**src/rtl/flap_game_ctrl.sv**
```systemverilog
// Flap game supervisor: bird/pipe collision, scoring, phase FSM.
// Optional FLAP_HIGHSCORE_EN adds a best-score register on hiscore.
module flap_game_ctrl #(
  parameter logic [7:0] JUMP_KEY_A = 8'h1A,
  parameter logic [7:0] JUMP_KEY_B = 8'hCC,
  parameter logic [9:0] GAP_H      = 10'd120,
  parameter logic [5:0] DIE_FRAMES = 6'd30,
  parameter logic [9:0] SCORE_MAX  = 10'd999
) (
  input  logic       frame_clk,
  input  logic       Reset,
  input  logic [7:0] key,
  input  logic [9:0] BallX,
  input  logic [9:0] BallY,
  input  logic [9:0] BallW,
  input  logic [9:0] BallH,
  input  logic       gameover,
  input  logic [9:0] ObsX,
  input  logic [9:0] ObsW,
  input  logic [9:0] ObsGapY,
  output logic       rdy,
  output logic       restart,
  output logic [9:0] score,
  output logic [1:0] state,
  output logic       hit
`ifdef FLAP_HIGHSCORE_EN
  ,
  output logic [9:0] hiscore
`endif
);

  typedef enum logic [1:0] {
    S_IDLE  = 2'd0,
    S_PLAY  = 2'd1,
    S_DYING = 2'd2,
    S_OVER  = 2'd3
  } st_t;

  st_t        st_q;
  logic [5:0] die_cnt;
  logic       passed;
  logic       key_prev;

  logic        jump;
  logic        press;
  logic [10:0] obs_r;
  logic [10:0] ball_r;
  logic [10:0] ball_b;
  logic [10:0] gap_b;
  logic        xov;
  logic        yout;
  logic        coll;
  logic        cleared;
  logic [9:0]  score_inc;

  assign state = st_q;

  assign jump  = (key == JUMP_KEY_A) || (key == JUMP_KEY_B);
  assign press = jump && !key_prev;

  // 11-bit sums so edge positions near 1023 cannot wrap
  assign obs_r  = {1'b0, ObsX} + {1'b0, ObsW};
  assign ball_r = {1'b0, BallX} + {1'b0, BallW};
  assign ball_b = {1'b0, BallY} + {1'b0, BallH};
  assign gap_b  = {1'b0, ObsGapY} + {1'b0, GAP_H};

  assign xov  = ({1'b0, BallX} < obs_r) && (ball_r > {1'b0, ObsX});
  assign yout = ({1'b0, BallY} < {1'b0, ObsGapY}) || (ball_b > gap_b);
  assign coll = (xov && yout) || gameover;

  assign cleared   = obs_r < {1'b0, BallX};
  assign score_inc = (score >= SCORE_MAX) ? SCORE_MAX : score + 10'd1;

  // Phase sequencing, scoring and registered outputs
  always_ff @(posedge frame_clk) begin
    if (Reset) begin
      st_q     <= S_IDLE;
      rdy      <= 1'b0;
      restart  <= 1'b0;
      score    <= 10'd0;
      hit      <= 1'b0;
      die_cnt  <= 6'd0;
      passed   <= 1'b0;
      key_prev <= 1'b0;
    end else begin
      key_prev <= jump;
      hit      <= coll;
      restart  <= 1'b0;
      unique case (st_q)
        S_IDLE, S_OVER: begin
          if (press) begin
            st_q    <= S_PLAY;
            rdy     <= 1'b1;
            restart <= 1'b1;
            score   <= 10'd0;
            passed  <= 1'b0;
          end
        end
        S_PLAY: begin
          if (hit) begin
            st_q    <= S_DYING;
            rdy     <= 1'b0;
            die_cnt <= 6'd0;
          end else if (cleared) begin
            if (!passed && !coll) begin
              score  <= score_inc;
              passed <= 1'b1;
            end
          end else begin
            passed <= 1'b0;
          end
        end
        S_DYING: begin
          if (die_cnt == DIE_FRAMES - 6'd1) begin
            st_q <= S_OVER;
          end else begin
            die_cnt <= die_cnt + 6'd1;
          end
        end
      endcase
    end
  end

`ifdef FLAP_HIGHSCORE_EN
  // Best score latched on the DYING -> OVER transition; survives restart
  always_ff @(posedge frame_clk) begin
    if (Reset) begin
      hiscore <= 10'd0;
    end else if (st_q == S_DYING && die_cnt == DIE_FRAMES - 6'd1) begin
      if (score > hiscore) hiscore <= score;
    end
  end
`endif

endmodule

```
**config.mk**
```make
export PLATFORM = sky130hd
export DESIGN_NAME = flap_game_ctrl
export DESIGN_NICKNAME = d
export VERILOG_FILES = /design/src/rtl/flap_game_ctrl.sv
export SDC_FILE = /design/constraint.sdc
export NUM_CORES = 1
export LEC_CHECK = 0
export BUFFER_PORTS_ARGS = -buffer_cell sky130_fd_sc_hd__buf_2
export CORE_MARGIN = 5
export CORE_UTILIZATION = 45
export DETAILED_ROUTE_END_ITERATION = 16
export HOLD_SLACK_MARGIN = 0.06
export PLACE_DENSITY_LB_ADDON = 0.1
export SKIP_LAST_GASP = 1
export SYNTH_ARGS = -nofsm -noshare
export SYNTH_HDL_FRONTEND = slang
export SYNTH_SLANG_ARGS = --single-unit
```
**constraint.sdc**
```tcl
create_clock -name frame_clk -period 4.2 [get_ports frame_clk]
set_input_delay 0.21 -clock frame_clk [delete_from_list [all_inputs] [get_ports frame_clk]]
set_output_delay 0.21 -clock frame_clk [all_outputs]
set_load 0.005 [all_outputs]
```
# ---- Yosys cells after proc, flatten, opt, wreduce, memory -nomap -nowiden
# Index checks and enable logic that the tools add are counted.
# Widths: inputs -> output; s select.
dict set report word_totals {
  wordCells 77
  regBits 23
}
dict set report classes {
  eq_ne 14
  n_addsub 6
  reduce_logical 20
  bitwise 1
  n_mux 22
  magnitude_cmp 6
}
# op n
set ops {}
lappend ops {{$mux 10} 5}
lappend ops {{$add 10x10->11} 3}
lappend ops {{$pmux 10 s2} 1}
lappend ops {{$ne 2x2->1 const B} 7}
lappend ops {{$mux 6} 2}
lappend ops {{$pmux 6 s2} 1}
lappend ops {{$add 10x7->11 const B} 1}
lappend ops {{$gt 11x10->1} 1}
lappend ops {{$gt 11x11->1} 1}
lappend ops {{$lt 10x11->1} 1}
lappend ops {{$lt 11x10->1} 1}
lappend ops {{$add 10x1->10 const B} 1}
lappend ops {{$ge 10x10->1 const B} 1}
lappend ops {{$lt 10x10->1} 1}
lappend ops {{$reduce_and 3->1} 3}
lappend ops {{$eq 8x5->1 const B} 1}
lappend ops {{$eq 8x8->1 const B} 1}
lappend ops {{$mux 1} 7}
lappend ops {{$add 6x1->6 const B} 1}
lappend ops {{$eq 6x5->1 const B} 1}
lappend ops {{$mux 2} 3}
lappend ops {{$pmux 2 s3} 1}
lappend ops {{$reduce_and 5->1} 1}
lappend ops {{$eq 2x2->1 const B} 2}
lappend ops {{11 further kinds} 21}

# ---- Depth between registers and ports, before layout
# Gate-level depths: netlist of run 1.
dict set report depth {
  word_depth 11
  ltp_mapped 15
  depth_no_buf 15
}

# ---- Least setup slack after synthesis of run 1
# No wires, ideal clock.
dict set report synth_path {
  kind {input to register}
  startpoint {in ObsX[0]}
  endpoint {reg score[2]}
  path_stages 13
  t_arrival_ps 2929
  t_required_ps 4078
  slack_ps 1149
  path_buffers 1
  cell_sequence {ha_1 > fa_1 > a211oi_1 > o21ai_0 > a31oi_1 > xnor2_1 > ha_1 > nand3_1 > o21bai_1 > nand4_1 > clkbuf_1 > nor2_1 > a221o_1}
}
dict set report synth_between {
  elab_chain_cells 9
  word_cells_on_any_way 12
  cone_classes {1 x add/sub; 3 x order compare; 2 x eq/ne; 6 x reduce/logical}
}
# element line_no
set synth_lines {}
lappend synth_lines {{start, declared} 18} ;# input logic [9:0] ObsX,
lappend synth_lines {{$add 10x10->11} 62} ;# assign obs_r = {1'b0, ObsX} + {1'b0, ObsW};
lappend synth_lines {{$lt 10x11->1} 67} ;# assign xov = ({1'b0, BallX} < obs_r) && (ball_r > {1'b0, ObsX});
lappend synth_lines {{$logic_and 1x1->1} 67}
lappend synth_lines {{$logic_and 1x1->1} 69} ;# assign coll = (xov && yout) || gameover;
lappend synth_lines {{$logic_or 1x1->1} 69}
lappend synth_lines {{$logic_not 1->1} 105} ;# if (!passed && !coll) begin
lappend synth_lines {{$logic_and 1x1->1} 105}
lappend synth_lines {{$ne 2x2->1 (no line)} -}
lappend synth_lines {{$reduce_and 5->1 (no line) *} -}
lappend synth_lines {{end signal, assigned} 106} ;# score <= score_inc;
lappend synth_lines {{end, declared} 23} ;# output logic [9:0] score,
# Mark *: on every way between the ends. The rest lies on a longest branch, timed or not.
# A chain may end at the register's enable or synchronous reset.

# ---- Worst setup path in the final report of run 1
dict set report layout_path {
  startpoint {in ObsX[0]}
  endpoint {reg score[7]}
}
# The elaborated chain is that of the path after synthesis.

==> summary.txt, run 1 <==
Synth
  • Mux cell area share after synthesis: 0.00578
  • Synth Area in Simple Gates: 0.216
  • Post-Synth XOR/XNOR Area: 0.0785
  • Area contributors post-synth: ha_1, dfxtp_1, xnor2_1
  • Count leader, synth: ha_1
  • Main combinational cell family by area after synthesis: adder cells
  • Post-Syn Area per Cell: 7.97 um^2
  • Compound-gate portion of the synthesized area: 0.222
  • Number of synthesized flops with an enable pin: 0
  • Adder-cell share of the synthesized area: 0.296
  • Post-synth top area share: 0.278
  • Yosys reg bits: 23
  • Syn Std Cell Area: 3460 um^2
  • Ys Warns: 0
  • Post-synth top area cell: ha_1
  • Asr flop ratio synth: 0
  • Post-synthesis cell type count: 55
  • Commonest cells in the synthesized netlist: ha_1, inv_1, a21oi_1, nor2_1, nand2_1
  • Seq/Total Area, Yosys: 0.133
  • Post-Syn Instances: 434
  • Syn nets: 595
  • Ys flop type: dfxtp_1

Clock tree
  • PostCTS Resize Cnt: 0
  • CTS Hold Bufs: 0
  • Post-CTS Setup Repair Bufs: 0
  • CTS Buf Count: 3
  • Worst-skew pair later-pin latency: 270 ps
  • CTS max path bufs: 2
  • Clock tree from TritonCTS: done
  • Clock transition at path regs: 80 ps
  • CTS sink cnt: 23
  • Root Buffer Master: clkbuf_8
  • # H-tree levels: 1

Timing
  • Worst slew pin tran: 602 ps
  • Achievable Freq: 0.280 GHz
  • Setup WS post-layout: 633 ps
  • Layout Skew: 2.71 ps
  • Slew margin rel.: 0.596
  • WHS: 108 ps
  • Setup TNS: 0 ps
  • Ratio of final minimum period to clock period: 0.849
  • Final setup vio count: 0
  • Slew Limit Fails: 0
  • Hold Vio Cnt, Final: 0
  • RSZ-0062 raised after global routing: false
  • Tmin final: 3570 ps

Placement
  • PortBufs: 95
  • Placed Area: 4040 um^2
  • Final HPWL DP: 7220 um
  • GP Congestion: 0.868
  • Post-Place Cells: 627
  • Dpl ws: 389 ps

Power
  • PwrDens: 252 nW/um^2
  • Max VDD drop: 0.126 mV
  • Pwr Total: 1.03 mW
  • LEAKAGE: 2.06 nW

Finish
  • Fin area: 4090 um^2
  • Proportion of layout cells with a drive suffix above 1: 0.197
  • Final nets: 691
  • # diodes: 0
  • Layout fillers: 762
  • Utilization after layout: 0.537
  • Area growth from synthesis to layout: 18.1%
  • Non-filler cells, final: 631

Worst hold path
  • Hold Crit Class: primary input to register

Worst setup path
  • CP delay by family, top: compound AO/OA/AOI/OAI gates
  • Element type at the critical path start: primary input
  • CP Max Fanout: 13
  • Crit-path slowest cell: nand4_1
  • Critical path class: primary input to register
  • Kind of end point of the critical path: register
  • Crit-path most repeated cell: ha_1
  • Reg2reg setup slack: 1640 ps
  • Buf/Inv on CP: 1
  • Worst EP arrival: 3730 ps
  • Critical path's largest stage delay: 480 ps
  • Req. time, crit path: 4360 ps
  • Cell Chain, Critical Path: buf_2 > ha_1 > fa_1 > a211oi_1 > o21ai_0 > a31oi_1 > xnor2_1 > ha_1 > a21o_1 > a21oi_1 > nand4_1 > o21ba_2 > a221o_1

Global route
  • GR Util met3: 0.0337
  • Gr ovfl total: 0
  • Vias in the first global route: 3,309
  • Gr usage total: 0.173
  • Gr busiest metal: met2
  • Routing usage on met2: 0.297
  • Initial antenna violation count: 0
  • Largest net degree at the start of global routing: 15
  • First-pass GRT wire length: 14,200 um
  • GR Util met1: 0.227

Floorplanning
  • I/O pin total: 96
  • FP Rows: 32
  • CORE AREA: 7610 um^2
  • Die outline width: 97.7 um
  • Initial Utilization: 0.455
  • Die Y: 97.7 um
  • Die ar.: 9540 um^2

Job
  • Max Cap Viol: 0

Drt
  • Vias: 3,443
  • First-pass DRT Iterations: 4
  • Post-route ant nets: 0
  • DR WL/cell: 13.2 um
  • Via-to-Cell Ratio: 5.46
  • Routed WL: 8330 um
  • Initial drt markers: 83
  • Detailed-route DRC error count: 0

Outcome
  • Status: completed
cell type report:
| cell class | count | area, um^2 | area share |
|---|---|---|---|
| tap | 102 | 128 | 0.0312 |
| multi-input combinational | 368 | 2830 | 0.693 |
| timing repair buffer | 95 | 475 | 0.116 |
| inverter | 39 | 146 | 0.0358 |
| sequential | 23 | 460 | 0.113 |
| clock buffer | 4 | 45.0 | 0.0110 |
final timing paths:
kind / from / endpoint / depth (start not counted)
max reg2reg: state[1] / score[7] / 8
min: key[5] / key_prev / 2
min reg2reg: die_cnt[5] / die_cnt[5] / 2
max: ObsX[0] / score[7] / 13
power by group:
part,internal [mW],switching [mW],total (mW)
logic,0.280,0.354,0.634
clock network,0.0679,0.0727,0.141
registers,0.237,0.0195,0.256
flip-flops by register name, summed over array words and instances, names as in the netlist:
register and cells:
die_cnt 6, hit 1, key_prev 1, passed 1, rdy 1, restart 1, score 10, state 2
cells by family after synthesis:
family / count (synthesis)
XOR/XNOR: 31
flip-flops: 23
AO/OA/AOI/OAI: 113
adder cells (fa/ha/maj): 80
buffers and inverters: 43
multiplexers: 2
AND/OR/NAND/NOR: 142
routing by layer:
layer  vias to the layer above  part of all wire
met5                         -                 0
met4                         0            0.0071
met3                         6             0.054
met2                        83              0.46
met1                      1545              0.47
li1                       1809                 -
placed cells by master, fill, tap and decap left out, drive strengths merged, types with 5 or more instances in the layout:
cell type  synthesis  routed
nand2             25      25
o21bai             5       5
nand3             16      16
xnor2             20      20
xor2              11      11
nand4              8       8
a211oi            13      13
inv               39      39
dfxtp             23      23
and3               6       6
ha                77      77
nor2              30      30
buf                1      95
a21oi             30      30
a21o               9       9
nand2b            11      11
nor3              17      17
o21ai             19      19
a221o              5       5
(Power assumes the default switching activity.)
==> run 2: changes to the inputs <==
- clock period: 4.2 -> 3.09 ns (I/O delays scaled with it)
==> run 2 against run 1 <==
  * Highest routed layer unchanged
  * Hold slack better by 30 ps
  * Global-route usage up 0.39 points
  * Wire length up 4.8%
  * Sequential power up 36%
==> summary.txt, run 2 (same netlist as run 1, synthesis figures left out) <==
Finish
  • Max reg flops: 10 (unchanged)
  • Area of the multi-input gates: 2900 um^2 (was 2830 um^2)
  • Non-filler cells, final: 664 (was 631)
  • Most frequent cells in the layout: buf_2, ha_1, inv_1 (unchanged)
  • Layout fillers: 751 (was 762)
  • Top reg by flops: score (unchanged)
  • Final nets: 724 (was 691)
  • Register area: 460 um^2 (unchanged)
  • Area growth from synthesis to layout: 27.3% (was 18.1%)
  • Utilization after layout: 0.579 (was 0.537)
  • Commonest non-fill, non-tap cell in the layout: buf_2 (unchanged)
  • # diodes: 0 (unchanged)
  • Proportion of layout cells with a drive suffix above 1: 0.270 (was 0.197)

Clock tree
  • # H-tree levels: 1 (unchanged)
  • CTS Buf Count: 3 (unchanged)
  • Worst-skew pair later-pin latency: 270 ps (about the same)
  • CTS sink cnt: 23 (unchanged)
  • CTS max path bufs: 2 (unchanged)
  • Clock transition at path regs: 90 ps (was 80 ps)
  • Root Buffer Master: clkbuf_8 (unchanged)
  • Clock tree from TritonCTS: done (unchanged)

Power
  • Clock share of power: 0.126 (was 0.136)
  • P_int: 878 uW (was 585 uW)
  • Switching share of power: 0.423 (was 0.432)
  • Pwr Total: 1.52 mW (was 1.03 mW)
  • Logic gate share of total power: 0.644 (was 0.615)
  • LEAKAGE: 2.23 nW (was 2.06 nW)
  • Flop pwr share: 0.230 (was 0.249)
  • Max VDD drop: 0.197 mV (was 0.126 mV)
  • PwrDens: 345 nW/um^2 (was 252 nW/um^2)
  • Switching pwr: 643 uW (was 446 uW)

Placement
  • Post-Place Cells: 657 (was 627)
  • GP Congestion: 0.893 (was 0.868)
  • PortBufs: 95 (unchanged)
  • Final HPWL DP: 7500 um (was 7220 um)
  • Dpl ws: -441 ps (was 389 ps)

Global route
  • Gr ovfl total: 0 (unchanged)
  • Gr usage total: 0.177 (was 0.173)
  • First-pass GRT wire length: 14,500 um (was 14,200 um)
  • Largest net degree at the start of global routing: 15 (unchanged)
  • Initial antenna violation count: 0 (unchanged)
  • Vias in the first global route: 3,470 (was 3,309)

Worst setup path
  • CP Max Fanout: 5 (was 13)
  • Critical path class: primary input to register (unchanged)
  • Cell Chain, Critical Path: buf_2 > ha_1 > a21o_1 > a21oi_2 > o211ai_1 > a31o_2 > a21oi_1 > xnor2_1 > ha_1 > nand3_1 > o21bai_1 > nand4_1 > buf_4 > nor2_1 > buf_4 > a221o_1 (was buf_2 > ha_1 > fa_1 > a211oi_1 > o21ai_0 > a31oi_1 > xnor2_1 > ha_1 > a21o_1 > a21oi_1 > nand4_1 > o21ba_2 > a221o_1)
  • Crit-path slowest cell: ha_1 (was nand4_1)
  • Element type at the critical path start: primary input (unchanged)
  • Worst EP arrival: 3140 ps (was 3730 ps)
  • Crit path from: ObsX[1] (was ObsX[0])
  • Buf/Inv on CP: 3 (was 1)
  • CP delay by family, top: compound AO/OA/AOI/OAI gates (unchanged)
  • Kind of end point of the critical path: register (unchanged)
  • Critical path's largest stage delay: 300 ps (was 480 ps)
  • Req. time, crit path: 3250 ps (was 4360 ps)
  • Crit Reg-Reg Startpoint: state[1] (unchanged)

Timing
  • Hold Vio Cnt, Final: 0 (unchanged)
  • Achievable Freq: 0.337 GHz
  • Ratio of final minimum period to clock period: 0.962
  • Setup TNS: 0 ps (unchanged)
  • Slew Limit Fails: 0 (unchanged)
  • Final setup vio count: 0 (unchanged)
  • Worst slew pin tran: 368 ps (was 602 ps)
  • Slew margin rel.: 0.748 (was 0.596)
  • Setup WS post-layout: 119 ps (was 633 ps)
  • Layout Skew: 4.87 ps (was 2.71 ps)
  • Tmin final: 2970 ps

Drt
  • First-pass DRT Iterations: 4 (unchanged)
  • DR WL met3: 373 um (was 447 um)
  • DR WL/cell: 13.1 um (was 13.2 um)
  • Post-route ant nets: 0 (unchanged)
  • Via-to-Cell Ratio: 5.34 (was 5.46)
  • Initial drt markers: 113 (was 83)
  • WL met1: 4060 um (was 3950 um)
  • Met2 Routed Length: 4240 um (was 3860 um)
  • Detailed-route DRC error count: 0 (unchanged)
  • Routed WL: 8720 um (was 8330 um)
  • Vias: 3,548 (was 3,443)
  • Highest routed layer: met4 (unchanged)

Worst hold path
  • Hold path start: key[3] (was key[5])
  • Hold Crit Class: primary input to register (unchanged)

Floorplanning
  • FP Rows: 32 (unchanged)
  • Initial Utilization: 0.455 (unchanged)
  • Die outline width: 97.7 um (unchanged)
  • I/O pin total: 96 (unchanged)
  • Die ar.: 9540 um^2 (unchanged)
  • Die Y: 97.7 um (unchanged)
  • CORE AREA: 7610 um^2 (unchanged)

Outcome
  • Status: completed (unchanged)

Job
  • Max Cap Viol: 0 (unchanged)
-- run 2: layer usage --
layer  vias to the layer above  global-route usage
met5                         -                   0
met4                         0              0.0170
met3                         4              0.0352
met2                        68               0.318
met1                      1606               0.224
li1                       1870                   -
-- run 2: area by class of cell --
cell class / instances / area share
Clock inverter: 1 / 0.00114
Sequential cell: 23 / 0.104
Inverter: 39 / 0.0332
Timing Repair Buffer: 128 / 0.165
Clock buffer: 3 / 0.00937
Tap cell: 102 / 0.0290
Multi-Input combinational cell: 368 / 0.658
-- run 2: path summary, 6_finish.rpt --
| check | end | slack [ps] | cells after the start |
|---|---|---|---|
| min reg2reg | die_cnt[5] | 490 | 2 |
| max | score[6] | 120 | 16 |
| min | key_prev | 140 | 3 |
| max reg2reg | score[6] | 690 | 9 |
-- run 2: through the flow --
stage	cell area, um^2	hold WS [ps]
6_report	4410	139
2_1_floorplan	3460	231
3_3_place_gp	4270	331
5_1_grt	4410	144
4_1_cts	4350	140
3_5_place_dp	4270	341
-- run 2: worst reg2reg max path: stages (launching register included) --
cell and delay, ps:
dfxtp_1 400, inv_1 80, ha_1 280, nand2_1 150, nand2_1 100, or4b_2 610, a21o_1 260, nor2_1 180
buf_4 160, a221o_1 130
-- run 2: power groups by stage --
| stage | clock (mW) | sequential [mW] | combinational, mW |
|---|---|---|---|
| after global routing | 0.211 | 0.355 | 1.10 |
| after detailed placement | 0 | 0.355 | 0.937 |
| after floorplan | 0 | 0.351 | 0.633 |
| after global placement | 0 | 0.353 | 0.912 |
| final | 0.192 | 0.349 | 0.980 |
| after CTS | 0.195 | 0.349 | 0.957 |
-- run 2: repair_timing --
item,in CTS,in global routing
pin swaps,10,16
cloned,0,0
hold buffers,1,0
gates resized for setup,9,12
setup endpoints to repair,9,12
setup buffers,0,2
hold endpoints to repair,1,0
